<file path="src/rtl/canvas_pkg.sv">
// Shared definitions for the 28x28 drawing canvas: geometry, brush increments,
// saturation ceiling, index/pixel types and the painter state encoding.
package canvas_pkg;

    localparam int CELL_PX = 14;
    localparam int GRID    = 28;

    localparam logic [15:0] CENTER_INC = 16'h0400;
    localparam logic [15:0] EDGE_INC   = 16'h0100;
    localparam logic [15:0] MAX_VAL    = 16'h0FF0;

    typedef logic [4:0]  cell_idx_t;
    typedef logic [15:0] pixel_t;

    typedef enum logic [2:0] {
        ST_IDLE,
        ST_CLEAR,
        ST_LOCATE,
        ST_READ,
        ST_WAIT,
        ST_WRITE
    } painter_state_t;

endpackage

</file>
<file path="src/rtl/canvas_cell_locator.sv">
// Maps a screen pixel coordinate to its canvas cell index using a compare ladder
// against multiples of CELL_PX, plus a flag saying whether the pixel is on the canvas.
module canvas_cell_locator
    import canvas_pkg::*;
(
    input  logic [9:0] i_pixel,
    output cell_idx_t  o_cell,
    output logic       o_in_range
);

    // The highest threshold passed wins; off-canvas pixels saturate at GRID-1.
    always_comb begin
        o_cell = '0;
        for (int i = 1; i < GRID; i++) begin
            if (i_pixel >= 10'(i * CELL_PX)) begin
                o_cell = 5'(i);
            end
        end
    end

    assign o_in_range = (i_pixel < 10'(GRID * CELL_PX));

endmodule

</file>
<file path="src/rtl/canvas_painter.sv">
// Canvas writer: on each frame tick either clears the whole canvas or paints a
// plus-shaped, saturating read-modify-write brush stroke at the cursor cell.
module canvas_painter
    import canvas_pkg::*;
(
    input  logic        Clk,
    input  logic        Reset,
    input  logic        frame_clk,
    input  logic [9:0]  BallX,
    input  logic [9:0]  BallY,
    input  logic        paint,
    input  logic        clear,
    output logic [4:0]  rd_col,
    output logic [4:0]  rd_row,
    input  logic [15:0] rd_data,
    output logic        wr_en,
    output logic [4:0]  wr_col,
    output logic [4:0]  wr_row,
    output logic [15:0] wr_data,
    output logic        busy
);

    function automatic pixel_t sat_add(input pixel_t a, input pixel_t b);
        logic [16:0] s;
        s = {1'b0, a} + {1'b0, b};
        if (s > {1'b0, MAX_VAL}) begin
            return MAX_VAL;
        end
        return s[15:0];
    endfunction

    // Neighbour index: 0 centre, 1 left, 2 right, 3 up, 4 down.
    function automatic cell_idx_t nbr_col(input logic [2:0] idx, input cell_idx_t c);
        case (idx)
            3'd1:    return c - 5'd1;
            3'd2:    return c + 5'd1;
            default: return c;
        endcase
    endfunction

    function automatic cell_idx_t nbr_row(input logic [2:0] idx, input cell_idx_t r);
        case (idx)
            3'd3:    return r - 5'd1;
            3'd4:    return r + 5'd1;
            default: return r;
        endcase
    endfunction

    logic           r_fc_s1;
    logic           r_fc_s2;
    logic           r_fc_s3;
    logic           w_tick;

    painter_state_t r_state;
    logic           r_clear_pend;
    cell_idx_t      r_cx;
    cell_idx_t      r_cy;
    logic [2:0]     r_nbr;
    cell_idx_t      r_rd_col;
    cell_idx_t      r_rd_row;
    logic           r_wr_en;
    cell_idx_t      r_wr_col;
    cell_idx_t      r_wr_row;
    pixel_t         r_wr_data;
    logic           r_busy;

    cell_idx_t      w_cx;
    cell_idx_t      w_cy;
    logic           w_x_in;
    logic           w_y_in;
    logic [4:0]     w_nbr_ok;
    logic           w_next_vld;
    logic [2:0]     w_next_idx;
    pixel_t         w_inc;

    canvas_cell_locator u_loc_x (
        .i_pixel    (BallX),
        .o_cell     (w_cx),
        .o_in_range (w_x_in)
    );

    canvas_cell_locator u_loc_y (
        .i_pixel    (BallY),
        .o_cell     (w_cy),
        .o_in_range (w_y_in)
    );

    always_ff @(posedge Clk or posedge Reset) begin
        if (Reset) begin
            r_fc_s1 <= 1'b0;
            r_fc_s2 <= 1'b0;
            r_fc_s3 <= 1'b0;
        end else begin
            r_fc_s1 <= frame_clk;
            r_fc_s2 <= r_fc_s1;
            r_fc_s3 <= r_fc_s2;
        end
    end

    assign w_tick = r_fc_s2 & ~r_fc_s3;

    // Pick the next in-bounds neighbour after the current one; skipping is free.
    always_comb begin
        w_nbr_ok   = {r_cy != 5'(GRID - 1), r_cy != 5'd0,
                      r_cx != 5'(GRID - 1), r_cx != 5'd0, 1'b1};
        w_next_vld = 1'b0;
        w_next_idx = r_nbr;
        for (int i = 4; i >= 1; i--) begin
            if ((3'(i) > r_nbr) && w_nbr_ok[i]) begin
                w_next_vld = 1'b1;
                w_next_idx = 3'(i);
            end
        end
    end

    assign w_inc = (r_nbr == 3'd0) ? CENTER_INC : EDGE_INC;

    always_ff @(posedge Clk or posedge Reset) begin
        if (Reset) begin
            r_state      <= ST_IDLE;
            r_clear_pend <= 1'b0;
            r_cx         <= '0;
            r_cy         <= '0;
            r_nbr        <= '0;
            r_rd_col     <= '0;
            r_rd_row     <= '0;
            r_wr_en      <= 1'b0;
            r_wr_col     <= '0;
            r_wr_row     <= '0;
            r_wr_data    <= '0;
            r_busy       <= 1'b0;
        end else begin
            if (clear) begin
                r_clear_pend <= 1'b1;
            end
            case (r_state)
                ST_IDLE: begin
                    if (w_tick) begin
                        if (r_clear_pend || clear) begin
                            r_state      <= ST_CLEAR;
                            r_clear_pend <= 1'b0;
                            r_busy       <= 1'b1;
                            r_wr_en      <= 1'b1;
                            r_wr_col     <= '0;
                            r_wr_row     <= '0;
                            r_wr_data    <= '0;
                        end else if (paint && w_x_in && w_y_in) begin
                            r_state <= ST_LOCATE;
                            r_busy  <= 1'b1;
                        end
                    end
                end
                // The write address doubles as the clear counter, column-major.
                ST_CLEAR: begin
                    if (r_wr_col == 5'(GRID - 1) && r_wr_row == 5'(GRID - 1)) begin
                        r_state <= ST_IDLE;
                        r_busy  <= 1'b0;
                        r_wr_en <= 1'b0;
                    end else if (r_wr_row == 5'(GRID - 1)) begin
                        r_wr_col <= r_wr_col + 5'd1;
                        r_wr_row <= '0;
                    end else begin
                        r_wr_row <= r_wr_row + 5'd1;
                    end
                end
                ST_LOCATE: begin
                    r_cx     <= w_cx;
                    r_cy     <= w_cy;
                    r_nbr    <= '0;
                    r_rd_col <= w_cx;
                    r_rd_row <= w_cy;
                    r_state  <= ST_READ;
                end
                ST_READ: begin
                    r_state <= ST_WAIT;
                end
                ST_WAIT: begin
                    r_wr_en   <= 1'b1;
                    r_wr_col  <= r_rd_col;
                    r_wr_row  <= r_rd_row;
                    r_wr_data <= sat_add(rd_data, w_inc);
                    r_state   <= ST_WRITE;
                end
                ST_WRITE: begin
                    r_wr_en <= 1'b0;
                    if (w_next_vld) begin
                        r_nbr    <= w_next_idx;
                        r_rd_col <= nbr_col(w_next_idx, r_cx);
                        r_rd_row <= nbr_row(w_next_idx, r_cy);
                        r_state  <= ST_READ;
                    end else begin
                        r_busy  <= 1'b0;
                        r_state <= ST_IDLE;
                    end
                end
                default: begin
                    r_state <= ST_IDLE;
                    r_busy  <= 1'b0;
                    r_wr_en <= 1'b0;
                end
            endcase
        end
    end

    assign rd_col  = r_rd_col;
    assign rd_row  = r_rd_row;
    assign wr_en   = r_wr_en;
    assign wr_col  = r_wr_col;
    assign wr_row  = r_wr_row;
    assign wr_data = r_wr_data;
    assign busy    = r_busy;

endmodule

</file>
<file path="config.mk">
export PLATFORM = sky130hd
export DESIGN_NAME = canvas_painter
export DESIGN_NICKNAME = d
export VERILOG_FILES = /design/src/rtl/canvas_pkg.sv /design/src/rtl/canvas_cell_locator.sv /design/src/rtl/canvas_painter.sv
export SDC_FILE = /design/constraint.sdc
export NUM_CORES = 1
export LEC_CHECK = 0
export ABC_CLOCK_PERIOD_IN_PS = 8700
export BUFFER_PORTS_ARGS = -buffer_cell sky130_fd_sc_hd__buf_2
export CORE_ASPECT_RATIO = 0.9
export CORE_MARGIN = 2
export CORE_UTILIZATION = 60
export CTS_CLUSTER_DIAMETER = 60
export DETAILED_ROUTE_END_ITERATION = 12
export PLACE_DENSITY = 0.9
export SYNTH_ARGS = -nofsm -noshare
export SYNTH_HDL_FRONTEND = slang
export SYNTH_SLANG_ARGS = --single-unit
</file>
<file path="constraint.sdc">
create_clock -name Clk -period 8.7 [get_ports Clk]
set_input_delay 0.435 -clock Clk [delete_from_list [all_inputs] [get_ports Clk]]
set_output_delay 0.435 -clock Clk [all_outputs]
set_load 0.01 [all_outputs]
</file>
==> summary.md, run 1 <==
| Metric | Value |
|---|---|
| Synthesized area | 4440 um2 |
| Start-to-end type of the worst setup path | flop to flop |
| RSZ-0062 raised after global routing | no |
| Total overflow reported by the global router | 0 |
| Number of DRC markers in iteration 0 | 571 |
| Setup bufs post-CTS | 0 |
| First-pass GRT wire length | 19600 um |
| Gate family responsible for the most delay along the worst path | simple AND/OR/NAND/NOR gates |
| Number of register bits inferred by synthesis | 58 |
| Fraction of the yosys area taken by sequential cells | 0.327 |
| Crit path capture type | flop |
| CP peak stage delay | 580 ps |
| Timing-limited maximum frequency | 281 MHz |
| Number of iterations in the first detailed-routing pass | 5 |
| Total Nets Final | 654 |
| Arr. time, crit path | 3790 ps |
| Number of diodes | 0 |
| Worst slew margin relative to its limit | 0.265 |
| Count of filler cells inserted in the layout | 578 |
| Post-Syn Nets | 607 |
| Antenna violations before repair | 0 |
| Final Cycle Share | 0.409 |
| Final max-slew violation count | 0 |
| Share of the core filled with cells | 0.705 |
| Main area contributors after synthesis | sky130_fd_sc_hd__dfrtp_1 (33%), sky130_fd_sc_hd__a21oi_1 (5.9%), sky130_fd_sc_hd__nand2_1 (5.7%) |
| Hold Slack | 197 ps |
| Ratio of cells with drive above 1 in the final layout | 0.190 |
| Root Driver | sky130_fd_sc_hd__clkbuf_8 |
| Required time of the worst setup path | 8920 ps |
| Mean area per synthesized cell | 8.04 um2 |
| Final critical-path required period | 3560 ps |
| Initial Utilization | 0.625 |
| Asr flop ratio synth | 1.00 |
| Width of the chip | 94.7 um |
| Final wirelength | 11600 um |
| Worst path bufs/invs | 0 |
| Via-per-instance ratio | 6.59 |
| Worst-path cell chain | or4_4, o21ai_2, nand2b_1, or3_4, fa_1, a21o_1, a21oi_1, mux2_2, a311o_1 |
| Static Leakage | 2.12 nW |
| Clock Tree Buf Depth | 2 |
| Highest-delay cell along the critical path | sky130_fd_sc_hd__or4_4 |
| Peak fanout along the critical path | 6 |
| Max-cap check violation count | 0 |
| CTS tree | built |
| Input/output buffers | 76 |
| Synthesized instance count | 553 |
| Final Instance Area | 5010 um2 |
| Overall die height | 85.6 um |
| TritonCTS sink count | 58 |
| Gates resized, CTS repair | 0 |
| Number of global-route vias before repair | 4107 |
| Via count | 4602 |
| Maximum number of pins on one net before global-route repair | 59 |
| Source-to-sink clock delay at the later pin of the worst-skew pair | 350 ps |
| Type of origin of the critical path | flop |
| Power Density | 128 nW/um2 |
| Post-route ant nets | 0 |
| Top library cells by usage in the layout, fill and taps aside | sky130_fd_sc_hd__buf_2 (76), sky130_fd_sc_hd__nand2_1 (67), sky130_fd_sc_hd__dfrtp_1 (58) |
| Number of CTS-inserted buffers | 9 |
| Transition time at the pin with the least slew margin | 1100 ps |
| Number of flops mapped to enable cells by yosys | 0 |
| Min-Delay Path Class | input port to flop |
| Most common cell after layout, fill and taps aside | sky130_fd_sc_hd__buf_2 |
| Warnings, synthesis | 0 |
| Hold buffer count at cts | 0 |
| P&R area growth vs syn | 12.8% |
| Most common flop cell mapped by yosys | sky130_fd_sc_hd__dfrtp_1 |
| Standard-cell row count | 29 |
| Number of primary I/O pins | 79 |
| Post-synthesis cell type count | 80 |
| Fin Setup TNS | 0 ps |
| Share of the synthesized area in the top cell type | 0.327 |
| Area after DPL | 4790 um2 |
| Cell taking the most area after synthesis | sky130_fd_sc_hd__dfrtp_1 |
| Global placer's final weighted congestion | 0.943 |
| Post-DP HPWL | 8210 um |
| Drt wl/cell | 16.6 um |
| H-Tree Level Count | 3 |
| Full die area | 8110 um2 |
| Overall power of the completed layout | 644 uW |
| Hold Violations, Final | 0 |
| Overall global routing resource usage | 0.300 |
| Max Clock Skew | 11.0 ps |
| Total of endpoints with negative setup slack in the final report | 0 |
| Highest ir drop seen on vdd | 0.121 mV |
| Clock input transition at the sequential cells of the worst setup and hold paths | 70 ps |
| Result of the run | completed |
| Core area | 7110 um2 |
| DRC violation count after routing | 0 |
==> power by group <==
part           internal, mW  leakage, nW  switching [mW]
sequential            0.273        0.697         0.00437
clock                 0.169        0.109           0.114
combinational        0.0310         1.31          0.0521
==> worst paths after layout <==
check	startpoint	endpoint	slack, ps	cells past startpoint
max	r_cx[0]	rd_col[4]	5140	9
min	frame_clk	r_fc_s1	200	1
max reg2reg	r_cx[0]	rd_col[4]	5140	9
min reg2reg	r_fc_s1	r_fc_s2	350	0
max in group asynchronous	Reset	wr_data[9]	7950	3
min in group asynchronous	Reset	wr_data[2]	270	3
==> state kept, by name, summed over array words and instances (netlist names) <==
name / cells
r_fc_s2: 1
wr_data: 16
r_cy: 5
r_state: 3
wr_col: 5
r_fc_s3: 1
r_fc_s1: 1
r_clear_pend: 1
wr_row: 5
wr_en: 1
rd_row: 5
rd_col: 5
r_cx: 5
r_nbr: 3
busy: 1
==> worst reg2reg max path: stages (launching register included) <==
cell and delay, ps:
sky130_fd_sc_hd__dfrtp_1 460, sky130_fd_sc_hd__or4_4 580, sky130_fd_sc_hd__o21ai_2 200, sky130_fd_sc_hd__nand2b_1 180, sky130_fd_sc_hd__or3_4 440, sky130_fd_sc_hd__fa_1 410, sky130_fd_sc_hd__a21o_1 190, sky130_fd_sc_hd__a21oi_1 260
sky130_fd_sc_hd__mux2_2 370, sky130_fd_sc_hd__a311o_1 340
==> Yosys cell counts (10+ instances only) <==
library cell               number
sky130_fd_sc_hd__nand3_1       19
sky130_fd_sc_hd__a21oi_1       52
sky130_fd_sc_hd__o21ai_0       45
sky130_fd_sc_hd__o211ai_1      12
sky130_fd_sc_hd__nand2_1       67
sky130_fd_sc_hd__nor2_1        36
sky130_fd_sc_hd__ha_1          11
sky130_fd_sc_hd__clkbuf_1      36
sky130_fd_sc_hd__dfrtp_1       58
sky130_fd_sc_hd__nor3_1        10
sky130_fd_sc_hd__inv_1         13
==> through the flow <==
step / worst slack [ps] / cells
6_report: 5140 / 698
5_1_grt: 4910 / 698
4_1_cts: 5160 / 698
3_5_place_dp: 5180 / 682
3_3_place_gp: 5230 / 682
2_1_floorplan: 5420 / 553
==> cells by family after synthesis <==
logic type,share of synthesized area
adder cells (fa/ha/maj),0.0445
AND/OR/NAND/NOR,0.226
flip-flops,0.327
XOR/XNOR,0.0158
buffers and inverters,0.0510
AO/OA/AOI/OAI,0.325
multiplexers,0.0121
==> area by class of cell <==
class / count / area [um2] / area share
inverters: 15 / 57.6 / 0.0115
well taps: 93 / 116 / 0.0232
clock buffers: 10 / 138 / 0.0275
flip-flops and latches: 58 / 1450 / 0.289
clock inverters: 6 / 88.8 / 0.0177
multi-input cells: 438 / 2770 / 0.552
repair buffers: 78 / 395 / 0.0789
==> per-layer routing <==
metal  global-route usage  part of all wire  vias up
li1                     -                 -     2176
met5                    0                 0        -
met3               0.0729             0.077       23
met1                0.421              0.43     2177
met4               0.0725             0.013        0
met2                0.469              0.48      226
No activity file was read; power rests on OpenSTA's default activity.
==> run 2: changes to the inputs <==
ABC_AREA = 1   (was unset)
ABC_CLOCK_PERIOD_IN_PS = 2950   (was 8700)
CORE_UTILIZATION = 52   (was 60)
PLACE_DENSITY = 0.83   (was 0.9)
clock period = 2.95 ns   (was 8.7 ns; I/O delays follow)
==> run 2 against run 1 <==
Against the previous run:
- wire length is 10% higher
- critical path type unchanged
- worst setup slack got worse by 5000 ps
- hold slack worse by 140 ps
- non-clock buffer count grew 17
==> summary.md, run 2 <==
| Metric | Value |
|---|---|
| Result of the run | completed |
| Overall global routing resource usage | 0.276 (-0.0235) |
| Number of flip-flops in the largest register | 16 (unchanged) |
| Mean area per synthesized cell | 6.51 um2 (-19%) |
| Number of DRC markers in iteration 0 | 334 (-42%) |
| Input/output buffers | 76 (unchanged) |
| Total overflow reported by the global router | 0 (unchanged) |
| Hold Violations, Final | 0 (unchanged) |
| First-pass GRT wire length | 20900 um (+6.9%) |
| Power Density | 338 nW/um2 (+160%) |
| Fraction of the yosys area taken by sequential cells | 0.327 (+0.000553) |
| Register area | 1460 um2 (+0.26%) |
| Via-per-instance ratio | 5.58 (-15%) |
| Share of the core filled with cells | 0.656 (-0.0493) |
| Main area contributors after synthesis | sky130_fd_sc_hd__dfrtp_1 (33%), sky130_fd_sc_hd__nand2_1 (15%), sky130_fd_sc_hd__inv_1 (9.1%) |
| Dominant cell by count in the synthesized netlist | sky130_fd_sc_hd__nand2_1 |
| Clock Tree Buf Depth | 2 (unchanged) |
| Crit path capture type | flop |
| Number of primary I/O pins | 79 (unchanged) |
| Core area | 8180 um2 (+15%) |
| Global placer's final weighted congestion | 1.02 (+8.1%) |
| Full die area | 9290 um2 (+14%) |
| Share of the synthesized area in the top cell type | 0.327 (+0.000553) |
| Asr flop ratio synth | 1.00 (unchanged) |
| Sequential group share of total power | 0.441 (+0.010) |
| Max Clock Skew | 8.66 ps (-2.31 ps) |
| Startpoint of the worst hold path | rd_data[7] |
| Antenna violations before repair | 0 (unchanged) |
| Count of filler cells inserted in the layout | 736 (+27%) |
| Worst-path cell chain | inv_1, nand3_1, o311ai_4, nand2_1, a21oi_2, nand2_4, fa_2, nand2_1, nand2_1, a21oi_2, nand4_1, o21ai_1, a21oi_1, o21ai_0, a21oi_1 |
| Transition time at the pin with the least slew margin | 641 ps (-459 ps) |
| Top library cells by usage in the layout, fill and taps aside | sky130_fd_sc_hd__nand2_1 (181), sky130_fd_sc_hd__inv_1 (104), sky130_fd_sc_hd__nor2_1 (78) |
| Top cells by instance count after synthesis | sky130_fd_sc_hd__nand2_1 (183), sky130_fd_sc_hd__inv_1 (107), sky130_fd_sc_hd__nor2_1 (78), sky130_fd_sc_hd__o21ai_0 (68), sky130_fd_sc_hd__dfrtp_1 (58) |
| Area of combinational cells with multiple inputs | 2600 um2 (-5.9%) |
| Number of diodes | 0 (unchanged) |
| Highest-delay cell along the critical path | sky130_fd_sc_hd__dfrtp_1 |
| Startpoint of the worst register-to-register path | r_cx[2] |
| Maximum number of pins on one net before global-route repair | 33 (-44%) |
| Total Nets Final | 836 (+28%) |
| Source-to-sink clock delay at the later pin of the worst-skew pair | 350 ps (about the same) |
| Number of global-route vias before repair | 4701 (+14%) |
| Initial Utilization | 0.542 (-0.0828) |
| Cell taking the most area after synthesis | sky130_fd_sc_hd__dfrtp_1 |
| Post-DP HPWL | 9560 um (+16%) |
| Min-Delay Path Class | input port to flop |
| TritonCTS sink count | 58 (unchanged) |
| Cell internal power dissipation | 1.33 mW (+180%) |
| Ratio of cells with drive above 1 in the final layout | 0.184 (-0.00584) |
| Width of the chip | 101 um (+7.0%) |
| Arr. time, crit path | 3070 ps (-720 ps) |
| Worst path bufs/invs | 1 (+1) |
| Final max-slew violation count | 0 (unchanged) |
| Number of iterations in the first detailed-routing pass | 5 (unchanged) |
| Most common flop cell mapped by yosys | sky130_fd_sc_hd__dfrtp_1 |
| Number of register bits inferred by synthesis | 58 (unchanged) |
| P&R area growth vs syn | 21.0% |
| Synthesized area | 4440 um2 (-0.17%) |
| Net Switching | 482 uW (+180%) |
| Total of endpoints with negative setup slack in the final report | 0 (unchanged) |
| Peak fanout along the critical path | 5 (-1) |
| Warnings, synthesis | 0 (unchanged) |
| Root Driver | sky130_fd_sc_hd__clkbuf_8 |
| Worst slew margin relative to its limit | 0.572 (+0.307) |
| Synthesized instance count | 682 (+23%) |
| DRC violation count after routing | 0 (unchanged) |
| Required time of the worst setup path | 3180 ps (-5740 ps) |
| H-Tree Level Count | 3 (unchanged) |
| Hold Slack | 55.6 ps (-141 ps) |
| CTS tree | built |
| Max-cap check violation count | 0 (unchanged) |
| Worst setup path start | r_cx[2] |
| Most common cell after layout, fill and taps aside | sky130_fd_sc_hd__nand2_1 |
| Most common cell on crit path | sky130_fd_sc_hd__nand2_1 |
| Post-route ant nets | 0 (unchanged) |
| Gate family responsible for the most delay along the worst path | compound AO/OA/AOI/OAI gates |
| Type of origin of the critical path | flop |
| Highest ir drop seen on vdd | 0.187 mV (+55%) |
| Post-synthesis cell type count | 44 (-45%) |
| Number of CTS-inserted buffers | 9 (unchanged) |
| Clock network fraction of design power | 0.428 (-0.012) |
| Overall die height | 91.6 um (+7.0%) |
| Timing-limited maximum frequency | 352 MHz (+25%) |
| Start-to-end type of the worst setup path | flop to flop |
| Standard-cell row count | 31 (+6.9%) |
| Number of flops mapped to enable cells by yosys | 0 (unchanged) |
| Drt wl/cell | 14.2 um (-15%) |
| Clock input transition at the sequential cells of the worst setup and hold paths | 70 ps (about the same) |
| CP peak stage delay | 450 ps (-130 ps) |
| Net switching share of the total power | 0.266 (+0.000774) |
| Static Leakage | 2.79 nW (+32%) |
| Via count | 5031 (+9.3%) |
| Final critical-path required period | 2840 ps (-719 ps) |
| Pre-CTS setup slack | 83.0 ps (-5090 ps) |
| Proportion of power drawn by combinational gates | 0.132 (+0.003) |
| Final wirelength | 12800 um (+10%) |
| Setup WS post-layout | 108 ps (-5030 ps) |
| Final Cycle Share | 0.963 (+0.554) |
| Post-Syn Nets | 736 (+21%) |
## run 2: logic make-up (layout without fill, tap and decap cells)
| logic type | count (synthesis) | after routing | synth area share |
|---|---|---|---|
| xor+xnor | 8 | 8 | 0.0158 |
| compound gates | 163 | 163 | 0.210 |
| simple gates | 322 | 322 | 0.300 |
| flops | 58 | 58 | 0.327 |
| buf+inv | 118 | 223 | 0.107 |
| fa+ha+maj | 13 | 13 | 0.0400 |
## run 2: layout make-up
type / instances / share of cell area
timing repair buffer: 95 / 0.0984
multi-input combinational: 506 / 0.485
tap: 115 / 0.0268
inverter: 112 / 0.0786
clock inverter: 4 / 0.00909
sequential: 58 / 0.271
clock buffer: 12 / 0.0308
## run 2: path summary, 6_finish.rpt
path / endpoint / slack (ps) / cells past startpoint
min in group asynchronous: wr_row[4] / 440 / 3
max in group asynchronous: r_cy[0] / 1820 / 4
worst max-delay path: rd_row[4] / 110 / 15
worst min-delay path: wr_data[7] / 60 / 3
worst max register to register: rd_row[4] / 110 / 15
worst min register to register: r_fc_s2 / 350 / 0
## run 2: worst register-to-register path, delay by kind of cell, from the launching register on
family / cells / cell delay, ps
flip-flops: 1 / 450
buffers and inverters: 1 / 100
AO/OA/AOI/OAI: 7 / 1100
AND/OR/NAND/NOR: 6 / 710
adder cells (fa/ha/maj): 1 / 370
## run 2: metrics by stage
step / cell area [um2] / total power [mW] / TNS (ps) / std cells
global route: 5370 / 1.89 / -230 / 902
finish: 5370 / 1.81 / 0 / 902
floorplan: 4440 / 0.962 / 0 / 682
CTS: 5240 / 1.81 / 0 / 898
detailed placement: 5010 / 1.04 / 0 / 880
global placement: 5010 / 1.04 / 0 / 880
## run 2: repair_timing
action | CTS | global route
hold endpoints to repair | 31 | 0
pin swaps | 0 | 1
resized for setup | 1 | 22
setup buffers | 0 | 4
hold buffers | 2 | 0
setup endpoints to repair | 1 | 8
## run 2: layer usage
metal,global-route usage,routed length [um],up-vias,share of wire
met5,0,0,-,0
met4,0.110,238,0,0.019
met3,0.0396,946,27,0.074
met2,0.472,6220,238,0.49
met1,0.348,5360,2323,0.42
li1,-,-,2443,-
## run 2: power groups by stage
stage / registers, mW / logic (mW) / clock network (mW)
floorplan: 0.813 / 0.149 / 0
global route: 0.798 / 0.271 / 0.820
detailed placement: 0.813 / 0.231 / 0
CTS: 0.798 / 0.234 / 0.782
global placement: 0.813 / 0.228 / 0
finish: 0.798 / 0.238 / 0.775
